**src/rtl/alu_pkg.sv**
```systemverilog
// ALU opcode encodings, RV32I major opcodes, operand selects and issue FSM states
// shared by the issue controller and its decoder.
package alu_pkg;

  localparam int ALU_XLEN = 32;
  localparam int ALU_OP_W = 5;

  localparam logic [ALU_OP_W-1:0] ALU_ADD  = 5'd0;
  localparam logic [ALU_OP_W-1:0] ALU_SUB  = 5'd1;
  localparam logic [ALU_OP_W-1:0] ALU_SLL  = 5'd2;
  localparam logic [ALU_OP_W-1:0] ALU_SLT  = 5'd3;
  localparam logic [ALU_OP_W-1:0] ALU_SLTU = 5'd4;
  localparam logic [ALU_OP_W-1:0] ALU_XOR  = 5'd5;
  localparam logic [ALU_OP_W-1:0] ALU_SRL  = 5'd6;
  localparam logic [ALU_OP_W-1:0] ALU_SRA  = 5'd7;
  localparam logic [ALU_OP_W-1:0] ALU_OR   = 5'd8;
  localparam logic [ALU_OP_W-1:0] ALU_AND  = 5'd9;
  localparam logic [ALU_OP_W-1:0] ALU_BEQ  = 5'd10;
  localparam logic [ALU_OP_W-1:0] ALU_BNE  = 5'd11;
  localparam logic [ALU_OP_W-1:0] ALU_BLT  = 5'd12;
  localparam logic [ALU_OP_W-1:0] ALU_BGE  = 5'd13;
  localparam logic [ALU_OP_W-1:0] ALU_BLTU = 5'd14;
  localparam logic [ALU_OP_W-1:0] ALU_BGEU = 5'd15;
  localparam logic [ALU_OP_W-1:0] ALU_NOP  = 5'b11111;

  localparam logic [6:0] OPC_OP     = 7'b0110011;
  localparam logic [6:0] OPC_OPIMM  = 7'b0010011;
  localparam logic [6:0] OPC_BRANCH = 7'b1100011;
  localparam logic [6:0] OPC_LOAD   = 7'b0000011;
  localparam logic [6:0] OPC_STORE  = 7'b0100011;
  localparam logic [6:0] OPC_JALR   = 7'b1100111;
  localparam logic [6:0] OPC_LUI    = 7'b0110111;
  localparam logic [6:0] OPC_AUIPC  = 7'b0010111;

  typedef enum logic [1:0] {ST_IDLE, ST_EXEC, ST_DONE} state_t;
  typedef enum logic [1:0] {SEL_A_ZERO, SEL_A_RS1, SEL_A_PC} sel_a_t;
  typedef enum logic [1:0] {SEL_B_ZERO, SEL_B_RS2, SEL_B_IMM} sel_b_t;

  // Shared R/I arithmetic table; alt picks SUB or SRA on the two overloaded funct3 codes.
  function automatic logic [ALU_OP_W-1:0] arith_op(input logic [2:0] f3, input logic alt);
    case (f3)
      3'b000:  arith_op = alt ? ALU_SUB : ALU_ADD;
      3'b001:  arith_op = ALU_SLL;
      3'b010:  arith_op = ALU_SLT;
      3'b011:  arith_op = ALU_SLTU;
      3'b100:  arith_op = ALU_XOR;
      3'b101:  arith_op = alt ? ALU_SRA : ALU_SRL;
      3'b110:  arith_op = ALU_OR;
      default: arith_op = ALU_AND;
    endcase
  endfunction

endpackage

```
**src/rtl/alu_op_decode.sv**
```systemverilog
// Combinational RV32I field decode to ALUop, operand selects, branch and illegal flags.
module alu_op_decode
  import alu_pkg::*;
(
  input  logic [6:0]          i_opcode,
  input  logic [2:0]          i_funct3,
  input  logic [6:0]          i_funct7,
  input  logic [ALU_XLEN-1:0] i_imm,
  output logic [ALU_OP_W-1:0] o_alu_op,
  output sel_a_t              o_sel_a,
  output sel_b_t              o_sel_b,
  output logic                o_is_branch,
  output logic                o_illegal
);

  logic w_unused;
  assign w_unused = ^{i_funct7[6], i_funct7[4:0], i_imm[31:11], i_imm[9:0]};

  always_comb begin
    o_alu_op    = ALU_NOP;
    o_sel_a     = SEL_A_ZERO;
    o_sel_b     = SEL_B_ZERO;
    o_is_branch = 1'b0;
    o_illegal   = 1'b0;
    case (i_opcode)
      OPC_OP: begin
        o_alu_op = arith_op(i_funct3, i_funct7[5]);
        o_sel_a  = SEL_A_RS1;
        o_sel_b  = SEL_B_RS2;
      end
      OPC_OPIMM: begin
        // Only shifts use the alt bit, taken from the immediate; ADDI never subtracts.
        o_alu_op = arith_op(i_funct3, (i_funct3 == 3'b101) & i_imm[10]);
        o_sel_a  = SEL_A_RS1;
        o_sel_b  = SEL_B_IMM;
      end
      OPC_BRANCH: begin
        o_is_branch = 1'b1;
        case (i_funct3)
          3'b000:  o_alu_op = ALU_BEQ;
          3'b001:  o_alu_op = ALU_BNE;
          3'b100:  o_alu_op = ALU_BLT;
          3'b101:  o_alu_op = ALU_BGE;
          3'b110:  o_alu_op = ALU_BLTU;
          3'b111:  o_alu_op = ALU_BGEU;
          default: o_illegal = 1'b1;
        endcase
        if (o_alu_op != ALU_NOP) begin
          o_sel_a = SEL_A_RS1;
          o_sel_b = SEL_B_RS2;
        end
      end
      OPC_LOAD, OPC_STORE, OPC_JALR: begin
        o_alu_op = ALU_ADD;
        o_sel_a  = SEL_A_RS1;
        o_sel_b  = SEL_B_IMM;
      end
      OPC_LUI: begin
        o_alu_op = ALU_ADD;
        o_sel_b  = SEL_B_IMM;
      end
      OPC_AUIPC: begin
        o_alu_op = ALU_ADD;
        o_sel_a  = SEL_A_PC;
        o_sel_b  = SEL_B_IMM;
      end
      default: o_illegal = 1'b1;
    endcase
  end

endmodule

```
**src/rtl/alu_issue_ctrl.sv**
```systemverilog
// Handshaked issue stage around an external combinational ALU: accept at N, out_valid at N+2.
// Holds the result until out_ready, one request per 3 cycles; ALU_ILLEGAL_FLAG_EN enables out_illegal.
module alu_issue_ctrl
  import alu_pkg::*;
#(
  parameter int XLEN    = 32,
  parameter int ALUOP_W = 5
) (
  input  logic               clk,
  input  logic               rst,
  input  logic               in_valid,
  output logic               in_ready,
  input  logic [6:0]         in_opcode,
  input  logic [2:0]         in_funct3,
  input  logic [6:0]         in_funct7,
  input  logic [XLEN-1:0]    in_rs1,
  input  logic [XLEN-1:0]    in_rs2,
  input  logic [XLEN-1:0]    in_imm,
  input  logic [XLEN-1:0]    in_pc,
  output logic [XLEN-1:0]    alu_a,
  output logic [XLEN-1:0]    alu_b,
  output logic [ALUOP_W-1:0] alu_op,
  input  logic [XLEN-1:0]    alu_y,
  input  logic               alu_zero,
  output logic               out_valid,
  input  logic               out_ready,
  output logic [XLEN-1:0]    out_result,
  output logic               out_is_branch,
  output logic               out_br_taken,
  output logic               out_illegal
);

  state_t             r_state, w_state_nxt;
  logic               w_accept, w_capture;
  logic [ALUOP_W-1:0] w_dec_op;
  sel_a_t             w_sel_a;
  sel_b_t             w_sel_b;
  logic               w_dec_br, w_dec_ill;
  logic [XLEN-1:0]    w_a, w_b;
  logic [XLEN-1:0]    r_alu_a, r_alu_b, r_result;
  logic [ALUOP_W-1:0] r_alu_op;
  logic               r_is_branch, r_br_taken;

  alu_op_decode u_dec (
    .i_opcode    (in_opcode),
    .i_funct3    (in_funct3),
    .i_funct7    (in_funct7),
    .i_imm       (in_imm),
    .o_alu_op    (w_dec_op),
    .o_sel_a     (w_sel_a),
    .o_sel_b     (w_sel_b),
    .o_is_branch (w_dec_br),
    .o_illegal   (w_dec_ill)
  );

  always_ff @(posedge clk) begin
    if (rst) r_state <= ST_IDLE;
    else     r_state <= w_state_nxt;
  end

  always_comb begin
    w_state_nxt = r_state;
    case (r_state)
      ST_IDLE: if (in_valid) w_state_nxt = ST_EXEC;
      ST_EXEC: w_state_nxt = ST_DONE;
      ST_DONE: if (out_ready) w_state_nxt = ST_IDLE;
      default: w_state_nxt = ST_IDLE;
    endcase
  end

  always_comb begin
    in_ready  = (r_state == ST_IDLE);
    out_valid = (r_state == ST_DONE);
    w_accept  = (r_state == ST_IDLE) & in_valid;
    w_capture = (r_state == ST_EXEC);
  end

  always_comb begin
    case (w_sel_a)
      SEL_A_RS1: w_a = in_rs1;
      SEL_A_PC:  w_a = in_pc;
      default:   w_a = '0;
    endcase
    case (w_sel_b)
      SEL_B_RS2: w_b = in_rs2;
      SEL_B_IMM: w_b = in_imm;
      default:   w_b = '0;
    endcase
  end

  always_ff @(posedge clk) begin
    if (rst) begin
      r_alu_a     <= '0;
      r_alu_b     <= '0;
      r_alu_op    <= '0;
      r_is_branch <= 1'b0;
      r_result    <= '0;
      r_br_taken  <= 1'b0;
    end else begin
      if (w_accept) begin
        r_alu_a     <= w_a;
        r_alu_b     <= w_b;
        r_alu_op    <= w_dec_op;
        r_is_branch <= w_dec_br;
      end
      // ALU output has settled on the operands registered at accept.
      if (w_capture) begin
        r_result   <= alu_y;
        r_br_taken <= r_is_branch & ~alu_zero;
      end
    end
  end

  assign alu_a         = r_alu_a;
  assign alu_b         = r_alu_b;
  assign alu_op        = r_alu_op;
  assign out_result    = r_result;
  assign out_is_branch = r_is_branch;
  assign out_br_taken  = r_br_taken;

`ifdef ALU_ILLEGAL_FLAG_EN
  logic r_illegal;
  always_ff @(posedge clk) begin
    if (rst)           r_illegal <= 1'b0;
    else if (w_accept) r_illegal <= w_dec_ill;
  end
  assign out_illegal = r_illegal;
`else
  logic w_unused_ill;
  assign w_unused_ill = w_dec_ill;
  assign out_illegal  = 1'b0;
`endif

endmodule

```
**config.mk**
```make
export PLATFORM = sky130hd
export DESIGN_NAME = alu_issue_ctrl
export DESIGN_NICKNAME = d
export VERILOG_FILES = /design/src/rtl/alu_pkg.sv /design/src/rtl/alu_op_decode.sv /design/src/rtl/alu_issue_ctrl.sv
export SDC_FILE = /design/constraint.sdc
export NUM_CORES = 1
export LEC_CHECK = 0
export ABC_AREA = 1
export ABC_CLOCK_PERIOD_IN_PS = 6700
export BUFFER_PORTS_ARGS = -buffer_cell sky130_fd_sc_hd__buf_2
export CAP_MARGIN = 20
export CORE_MARGIN = 10
export CORE_UTILIZATION = 45
export DETAILED_ROUTE_END_ITERATION = 12
export GPL_TIMING_DRIVEN = 1
export PLACE_DENSITY = 0.93
export SLEW_MARGIN = 30
export SYNTH_ARGS = -nofsm -noshare
export SYNTH_HDL_FRONTEND = slang
export SYNTH_SLANG_ARGS = --single-unit
export TNS_END_PERCENT = 5
```
**constraint.sdc**
```tcl
create_clock -name clk -period 6.7 [get_ports clk]
set_input_delay 2.01 -clock clk [delete_from_list [all_inputs] [get_ports clk]]
set_output_delay 2.01 -clock clk [all_outputs]
set_load 0.01 [all_outputs]
```
==> impl_metrics.tcl, run 1 <==
set metrics [dict create \
    cp.required_ns 6.99 \
    synth.largest_area_cell "dfxtp_1" \
    busiest_layer "met2" \
    path_buf_inv 4 \
    hold_viol_final 0 \
    gp_congestion 0.901 \
    first_pass_iters 5 \
    final_area_mm2 0.00612 \
    switching_share 0.274 \
    ys_seq_elements 105 \
    seq_power_share 0.546 \
    max_stage_delay_ns 0.43 \
    regToRegEndpoint "alu_op[4]" \
    vdd_drop_max_mv 0.133 \
    path_max_fanout 21 \
    vias_per_cell 5.27 \
    p_clk_frac 0.312 \
    tns_ns 0 \
    worstHoldPathCells 2 \
    slew_violations 0 \
    numCtsBuffers 9 \
    antenna_found_initial 3 \
    hpwlAfterDp_mm 12.6 \
    post_cts_resized 0 \
    grt_max_degree 71 \
    startpoint_type "input port" \
    htreeDepth 3 \
    arrival_ns 4.17 \
    combPwrFrac 0.142 \
    use_met3 0.103 \
    timing.fmax_mhz 258 \
    critPathKind "input port to register" \
    min_path_type "register to register" \
    synth_top_area_share 0.467 \
    internal-power_mw 0.865 \
    syn_inst 552 \
    clkSinkCount 105 \
    skew_ns 0.0161 \
    path_delay_family "simple AND/OR/NAND/NOR gates" \
    finalCriticalPeriod_ns 3.87 \
    setup_viol 0 \
    num_vias 4988 \
    hold_end "out_br_taken" \
    grt_pass1_wl_mm 25.0 \
    cts_tree "built" \
    nNetsFinal 992 \
    worst-r2r-cell-count 8 \
    die_area_mm2 0.0144 \
    cts_setup_buffers 0 \
    power.leakage_nw 3.05 \
    rows 36 \
    synth.avg_cell_area_um2 8.16 \
    gr-usage-met2 0.356 \
    drive_gt1_frac 0.383 \
    cp_slowest_cell "nor2_2" \
    status "finished clean" \
    grt_overflow 0 \
    tightest_slew_ns 0.991 \
    die_w_um 120 \
    ant_nets 0 \
    ctsHoldBuffers 0 \
    rsz0062_at_grt "false" \
    drt_iter0_drc 427 \
    synth_area_mm2 0.00451 \
    wl_mm 16.3 \
    synth_cell_type_count 20 \
    cts_buffer_depth 2 \
    path_cells "buf_2 -> inv_1 -> nand2_1 -> nor2_1 -> nand2_1 -> nor2_1 -> inv_1 -> nand2_1 -> ha_1 -> nor2_2 -> buf_4 -> a22oi_1 -> nor2_1" \
    grt_use_met1 0.224 \
    drc_errors 0 \
    fillers 888 \
    worstSkewPairLatency_ns 0.36 \
    core_area_mm2 0.00977 \
    drv_cap 0 \
    finalCritPeriodShare 0.578 \
    placed_area_mm2 0.00592 \
    cts_root_buf "clkbuf_8" \
    grt_pass1_vias 4956 \
    clk_pin_slew_ns 0.11 \
    area_growth_pct 35.8 \
    synth_area_leaders "dfxtp_1 47%, a22o_1 12%, nor2_1 12%" \
    wl_per_cell_um 17.2 \
    initial_core_util 0.461 \
    seq_area_frac_synth 0.467 \
    worstHoldStart "out_br_taken" \
    relSlewSlack 0.339 \
    yosys_warnings 0 \
    power_density_mw_per_mm2 195 \
    power.switching_mw 0.327 \
    io_pins 288 \
    r2r-start "r_state[0]" \
    io_buffers 280 \
    synth_nets 738 \
    die_h_um 120 \
    ff2ff_setup_slack_ns 4.70 \
    endpoint_kind "register" \
    track_usage 0.209 \
]
-- cells in the final DEF, fill, tap and decap left out, types with 4 or more instances in the layout --
cell / Yosys / layout
dfxtp_1: 105 / 105
nand3_1: 5 / 5
a22o_1: 64 / 64
a22oi_1: 64 / 64
clkbuf_8: 0 / 10
nor2_1: 145 / 145
nand2_1: 44 / 43
o21ai_0: 42 / 42
buf_4: 5 / 6
buf_2: 11 / 280
inv_1: 23 / 22
a21oi_1: 4 / 4
-- state kept, by name, indices dropped and copies added, names as in the netlist --
signal         cells
alu_op             5
r_state            2
out_br_taken       1
alu_b             32
out_result        32
alu_a             32
out_is_branch      1
-- how the worst max path moves through the flow --
stage / start / to / slack, ns / cells after the start
after detailed placement: in_opcode[3] / alu_b[29] / 2.50 / 13
after global placement: in_opcode[3] / alu_b[28] / 2.55 / 13
after CTS: in_opcode[3] / alu_b[29] / 2.89 / 13
after floorplan: in_opcode[3] / alu_b[31] / 3.14 / 13
after global routing: in_opcode[2] / alu_b[22] / 2.66 / 13
final: in_opcode[3] / alu_b[29] / 2.83 / 13
-- Yosys cell counts --
| cell type | count |
|---|---|
| o21ai_0 | 42 |
| inv_1 | 23 |
| nor2_2 | 3 |
| nand2_1 | 44 |
| a22oi_1 | 64 |
| nand3_1 | 5 |
| ha_1 | 4 |
| buf_4 | 5 |
| clkbuf_1 | 26 |
| a22o_1 | 64 |
| nand2_2 | 1 |
| nor2_4 | 1 |
| conb_1 | 1 |
| buf_6 | 1 |
| nand3b_1 | 1 |
| dfxtp_1 | 105 |
| nor2_1 | 145 |
| nand4_1 | 2 |
| a21oi_1 | 4 |
| buf_2 | 11 |
-- tightest hold or removal path, cell delays in order (launching register included) --
cell and delay [ns]:
dfxtp_1 0.32, nand2_1 0.06, a21oi_1 0.05
-- power groups by stage --
stage,logic [mW],registers (mW),clock network [mW]
after global routing,0.187,0.653,0.404
after global placement,0.165,0.664,0
after floorplan,0.0731,0.674,0
final,0.169,0.651,0.372
after detailed placement,0.168,0.665,0
after CTS,0.169,0.651,0.381
-- logic make-up (layout without fill, tap and decap cells) --
group / count (synthesis) / count (layout) / synth area share
DFF: 105 / 105 / 0.467
adders and majority gates: 4 / 4 / 0.0111
buffers and inverters: 66 / 325 / 0.0639
other: 1 / 4 / 0.000832
and+or+nand+nor: 202 / 202 / 0.176
AOI/OAI and AO/OA: 174 / 174 / 0.282
-- metal layers --
| layer | vias up | wire length [um] |
|---|---|---|
| met1 | 2294 | 6310 |
| met3 | 21 | 1930 |
| met4 | 0 | 315 |
| li1 | 2425 | - |
| met2 | 248 | 7770 |
| met5 | - | 0 |
-- layout make-up --
type,count,area [um^2],area share
clock buffer,10,138,0.0225
clock inverter,6,50.0,0.00818
tap,133,166,0.0272
inverter,23,86.3,0.0141
timing repair buffer,286,1450,0.236
sequential,105,2100,0.343
antenna,3,7.51,0.00123
multi-input combinational,381,2120,0.347
-- per-stage QoR --
stage,setup WS [ns],hold WS (ns),total power [mW],util,instances
final,2.83,0.465,1.19,0.626,947
after global routing,2.66,0.509,1.24,0.626,947
after global placement,2.55,0.451,0.829,0.605,928
after floorplan,3.14,0.488,0.747,-,552
after detailed placement,2.50,0.453,0.834,0.606,928
after CTS,2.89,0.468,1.20,0.625,944
Note: power is estimated with default switching activity, not from simulation.
==> run 2: changes to the inputs <==
- ABC_CLOCK_PERIOD_IN_PS: 6700 -> 3200
- CORE_UTILIZATION: 45 -> 38
- PLACE_DENSITY: 0.93 -> 0.85
- clock period: 6.7 -> 3.2 ns (I/O delays scaled with it)
==> impl_metrics.tcl, run 2 (synthesis gave the netlist of run 1 again) <==
set metrics [dict create \
    grt_max_degree 70 \
    n_antenna_cell 0 \
    antenna_found_initial 2 \
    cts_setup_buffers 0 \
    drv_cap 0 \
    cts_tree "built" \
    cp.required_ns 3.40 \
    nNetsFinal 999 \
    status "finished clean" \
    final_area_mm2 0.00631 \
    multiInputGateArea_mm2 0.00212 \
    tns_ns 0 \
    tightest_slew_ns 0.884 \
    startpoint_type "input port" \
    io_pins 288 \
    relSlewSlack 0.407 \
    hold-worst-slack_ns 0.463 \
    initial_core_util 0.391 \
    clkSinkCount 105 \
    num_vias 4968 \
    die_w_um 129 \
    core_area_mm2 0.0115 \
    drt_iter0_drc 287 \
    post_cts_resized 0 \
    rsz0062_at_grt "false" \
    skew_ns 0.00527 \
    die_h_um 129 \
    grt_pass1_vias 4804 \
    critPathKind "input port to register" \
    mostFrequentLayoutCells "280 x buf_2, 145 x nor2_1, 105 x dfxtp_1" \
    numCtsBuffers 9 \
    seq_area_mm2 0.00210 \
    layout_commonest_cell "buf_2" \
    finalCriticalPeriod_ns 2.55 \
    setup_viol 0 \
    fillers 1095 \
    hpwlAfterDp_mm 13.2 \
    area_growth_pct 40.2 \
    rows 39 \
    cts_buffer_depth 2 \
    grt_overflow 0 \
    endpoint_kind "register" \
    finalPower_mw 2.84 \
    vdd_drop_max_mv 0.345 \
    slew_violations 0 \
    timing.fmax_mhz 393 \
    die_area_mm2 0.0166 \
    io_buffers 280 \
    drc_errors 0 \
    placed_area_mm2 0.00601 \
    path_max_fanout 13 \
    wl_per_cell_um 17.6 \
    power.leakage_nw 3.15 \
    wl_mm 16.9 \
    first_pass_iters 5 \
    arrival_ns 2.75 \
    grt_pass1_wl_mm 25.5 \
    htreeDepth 3 \
    drive_gt1_frac 0.383 \
    hold_viol_final 0 \
    power_density_mw_per_mm2 450 \
    finalCritPeriodShare 0.796 \
    gp_congestion 0.895 \
    vias_per_cell 5.18 \
    ctsHoldBuffers 0 \
    track_usage 0.192 \
    ant_nets 0 \
    worstSkewPairLatency_ns 0.34 \
    clk_pin_slew_ns 0.07 \
    min_path_type "register to register" \
    cts_root_buf "clkbuf_16" \
]
-- run 2: cell count changes in the layout (fill, tap and decap cells not counted), moves of 2 or more --
cell and delta:
clkbuf_16 +9, ha_2 -2, clkbuf_8 -10, diode_2 -3, buf_4 +5, buf_12 +2
ha_1 +2
-- run 2: through the flow --
| stage | setup slack [ns] | std cells | utilization |
|---|---|---|---|
| 6_report | 0.652 | 960 | 0.548 |
| 5_1_grt | 0.368 | 960 | 0.548 |
| 4_1_cts | 0.639 | 960 | 0.548 |
| 3_5_place_dp | 0.270 | 945 | 0.522 |
| 3_3_place_gp | 0.305 | 945 | 0.522 |
| 2_1_floorplan | 0.690 | 552 | - |
-- run 2: worst max-delay path: stages --
cell     delay, ns
buf_2         0.09
inv_1         0.08
nand2_1       0.05
nor2_1        0.14
nand2_1       0.13
nor2_1        0.14
inv_1         0.05
nand2_1       0.07
inv_1         0.05
ha_1          0.30
buf_4         0.24
a22o_1        0.22
a22oi_1       0.14
nor2_1        0.06
-- run 2: final cells by class --
cell class / instances / share of cell area
Clock inverter: 6 / 0.0123
Tap cell: 143 / 0.0283
Sequential cell: 105 / 0.333
Timing Repair Buffer: 293 / 0.241
Inverter: 23 / 0.0137
Multi-Input combinational cell: 381 / 0.336
Clock buffer: 9 / 0.0357
-- run 2: where the power goes --
group | total [mW] | switching (mW) | internal (mW) | leakage, nW
combinational | 0.362 | 0.205 | 0.157 | 2.15
sequential | 1.36 | 0.0184 | 1.34 | 0.852
clock | 1.12 | 0.502 | 0.616 | 0.146
total | 2.84 | 0.725 | 2.12 | 3.15
-- run 2: layer usage --
metal / GRT usage / vias up / share of wire
met3: 0.107 / 24 / 0.14
met4: 0.0488 / 2 / 0.014
li1: - / 2436 / -
met1: 0.207 / 2246 / 0.37
met2: 0.322 / 260 / 0.48
met5: 0 / - / 0.00077
-- run 2: final timing paths --
kind / cells past startpoint / slack [ns] / to / start
min: 2 / 0.46 / out_br_taken / out_br_taken
max reg2reg: 6 / 1.46 / out_br_taken / r_state[0]
max: 14 / 0.65 / alu_b[14] / in_opcode[3]
min reg2reg: 2 / 0.46 / out_br_taken / out_br_taken
==> run 3: changes to the inputs <==
- ABC_CLOCK_PERIOD_IN_PS: 3200 -> 2200
- clock period: 3.2 -> 2.2 ns (I/O delays scaled with it)
==> impl_metrics.tcl, run 3 (synthesis gave the netlist of run 1 again) <==
set metrics [dict create \
    initial_core_util 0.391 \
    grt_overflow 0 \
    setup_viol 0 \
    layout_commonest_cell "buf_2" \
    gr-usage-met2 0.340 \
    cp_slowest_cell "a22o_1" \
    grt_use_met1 0.194 \
    drive_gt1_frac 0.403 \
    wl_per_cell_um 17.5 \
    vias_per_cell 5.10 \
    htreeDepth 3 \
    vdd_drop_max_mv 0.525 \
    combPwrFrac 0.135 \
    arrival_ns 2.25 \
    numCtsBuffers 9 \
    rsz0062_at_grt "true" \
    final_area_mm2 0.00650 \
    cp.required_ns 2.43 \
    use_met3 0.109 \
    cts_buffer_depth 2 \
    finalCritPeriodShare 0.919 \
    power.leakage_nw 3.23 \
    grt_max_degree 53 \
    drc_errors 0 \
    startpoint_type "input port" \
    antenna_found_initial 1 \
    status "finished clean" \
    path_max_fanout 32 \
    placed_area_mm2 0.00617 \
    finalCriticalPeriod_ns 2.02 \
    grt_pass1_vias 4939 \
    core_area_mm2 0.0115 \
    drt_iter0_drc 230 \
    pre_cts_slack_ns -0.259 \
    die_w_um 129 \
    p_clk_frac 0.375 \
    endpoint_kind "register" \
    skew_ns 0.00380 \
    power_density_mw_per_mm2 623 \
    cts_tree "built" \
    timing.fmax_mhz 495 \
    power.switching_mw 1.06 \
    first_pass_iters 5 \
    io_pins 288 \
    rows 39 \
    die_h_um 129 \
    seq_power_share 0.490 \
    min_path_type "register to register" \
    max_stage_delay_ns 0.24 \
    ctsHoldBuffers 0 \
    nNetsFinal 1015 \
    wl_mm 17.1 \
    io_buffers 280 \
    mostFrequentLayoutCells "280 x buf_2, 143 x nor2_1, 105 x dfxtp_1" \
    cts_root_buf "clkbuf_16" \
    ant_nets 0 \
    die_area_mm2 0.0166 \
    tns_ns 0 \
    grt_pass1_wl_mm 25.6 \
    hold_viol_final 0 \
    path_cells "buf_2 -> inv_1 -> nand2_1 -> nor2_2 -> nand2_1 -> inv_1 -> nand2_1 -> nand3_1 -> inv_1 -> ha_1 -> buf_12 -> a22o_1 -> a22oi_2 -> nor2_1" \
    clk_pin_slew_ns 0.07 \
    slew_violations 0 \
    area_growth_pct 44.2 \
    switching_share 0.263 \
    track_usage 0.192 \
    drv_cap 0 \
    critPathKind "input port to register" \
    finalWorstSetupSlack_ns 0.178 \
    busiest_layer "met2" \
    hpwlAfterDp_mm 13.6 \
    internal-power_mw 2.98 \
    num_vias 4978 \
    gp_congestion 0.873 \
    clkSinkCount 105 \
    worstSkewPairLatency_ns 0.34 \
]
==> run 3: timing repair <==
action | CTS | global route
buffers inserted | 0 | 1
resized for setup | 0 | 9
endpoints found under the setup margin | 0 | 64
==> run 3: metrics by stage <==
stage	util	hold slack (ns)	total power, mW	cells
6_report	0.564	0.470	4.04	977
5_1_grt	0.564	0.504	4.22	976
4_1_cts	0.560	0.466	4.09	975
3_5_place_dp	0.536	0.455	2.57	960
3_3_place_gp	0.536	0.451	2.56	960
2_1_floorplan	-	0.488	2.28	552
==> run 3: critical path: cells and delay by family <==
| family | cells | cell delay (ns) |
|---|---|---|
| AND/OR/NAND/NOR | 6 | 0.49 |
| AO/OA/AOI/OAI | 2 | 0.38 |
| buffers and inverters | 5 | 0.47 |
| adder cells (fa/ha/maj) | 1 | 0.22 |
==> run 3: routing by layer <==
layer / vias up / part of all wire / routed length (um)
met5: - / 0 / 0
met1: 2260 / 0.36 / 6220
li1: 2470 / - / -
met4: 0 / 0.010 / 176
met3: 13 / 0.13 / 2310
met2: 235 / 0.49 / 8410
==> run 3: area by class of cell <==
cell class                      count  area [um^2]
Tap cell                          143          179
Sequential cell                   105         2100
Antenna cell                        1         2.50
Timing Repair Buffer              309         1700
Clock buffer                        9          225
Clock inverter                      6         52.6
Inverter                           23         86.3
Fill cell                        1031         5020
Multi-Input combinational cell    381         2150
==> run 3: power by group through the flow <==
stage / sequential [mW] / combinational, mW / clock, mW
CTS: 1.98 / 0.547 / 1.56
global placement: 2.02 / 0.537 / 0
detailed placement: 2.03 / 0.545 / 0
floorplan: 2.05 / 0.223 / 0
global route: 1.99 / 0.608 / 1.63
finish: 1.98 / 0.547 / 1.52
==> run 3: path summary, 6_finish.rpt <==
path	to	start	slack, ns	depth (start not counted)
setup / recovery	alu_a[24]	in_opcode[3]	0.18	14
hold / removal	out_br_taken	out_br_taken	0.47	2
setup reg to reg	alu_a[16]	r_state[0]	0.86	5
hold reg to reg	out_br_taken	out_br_taken	0.47	2
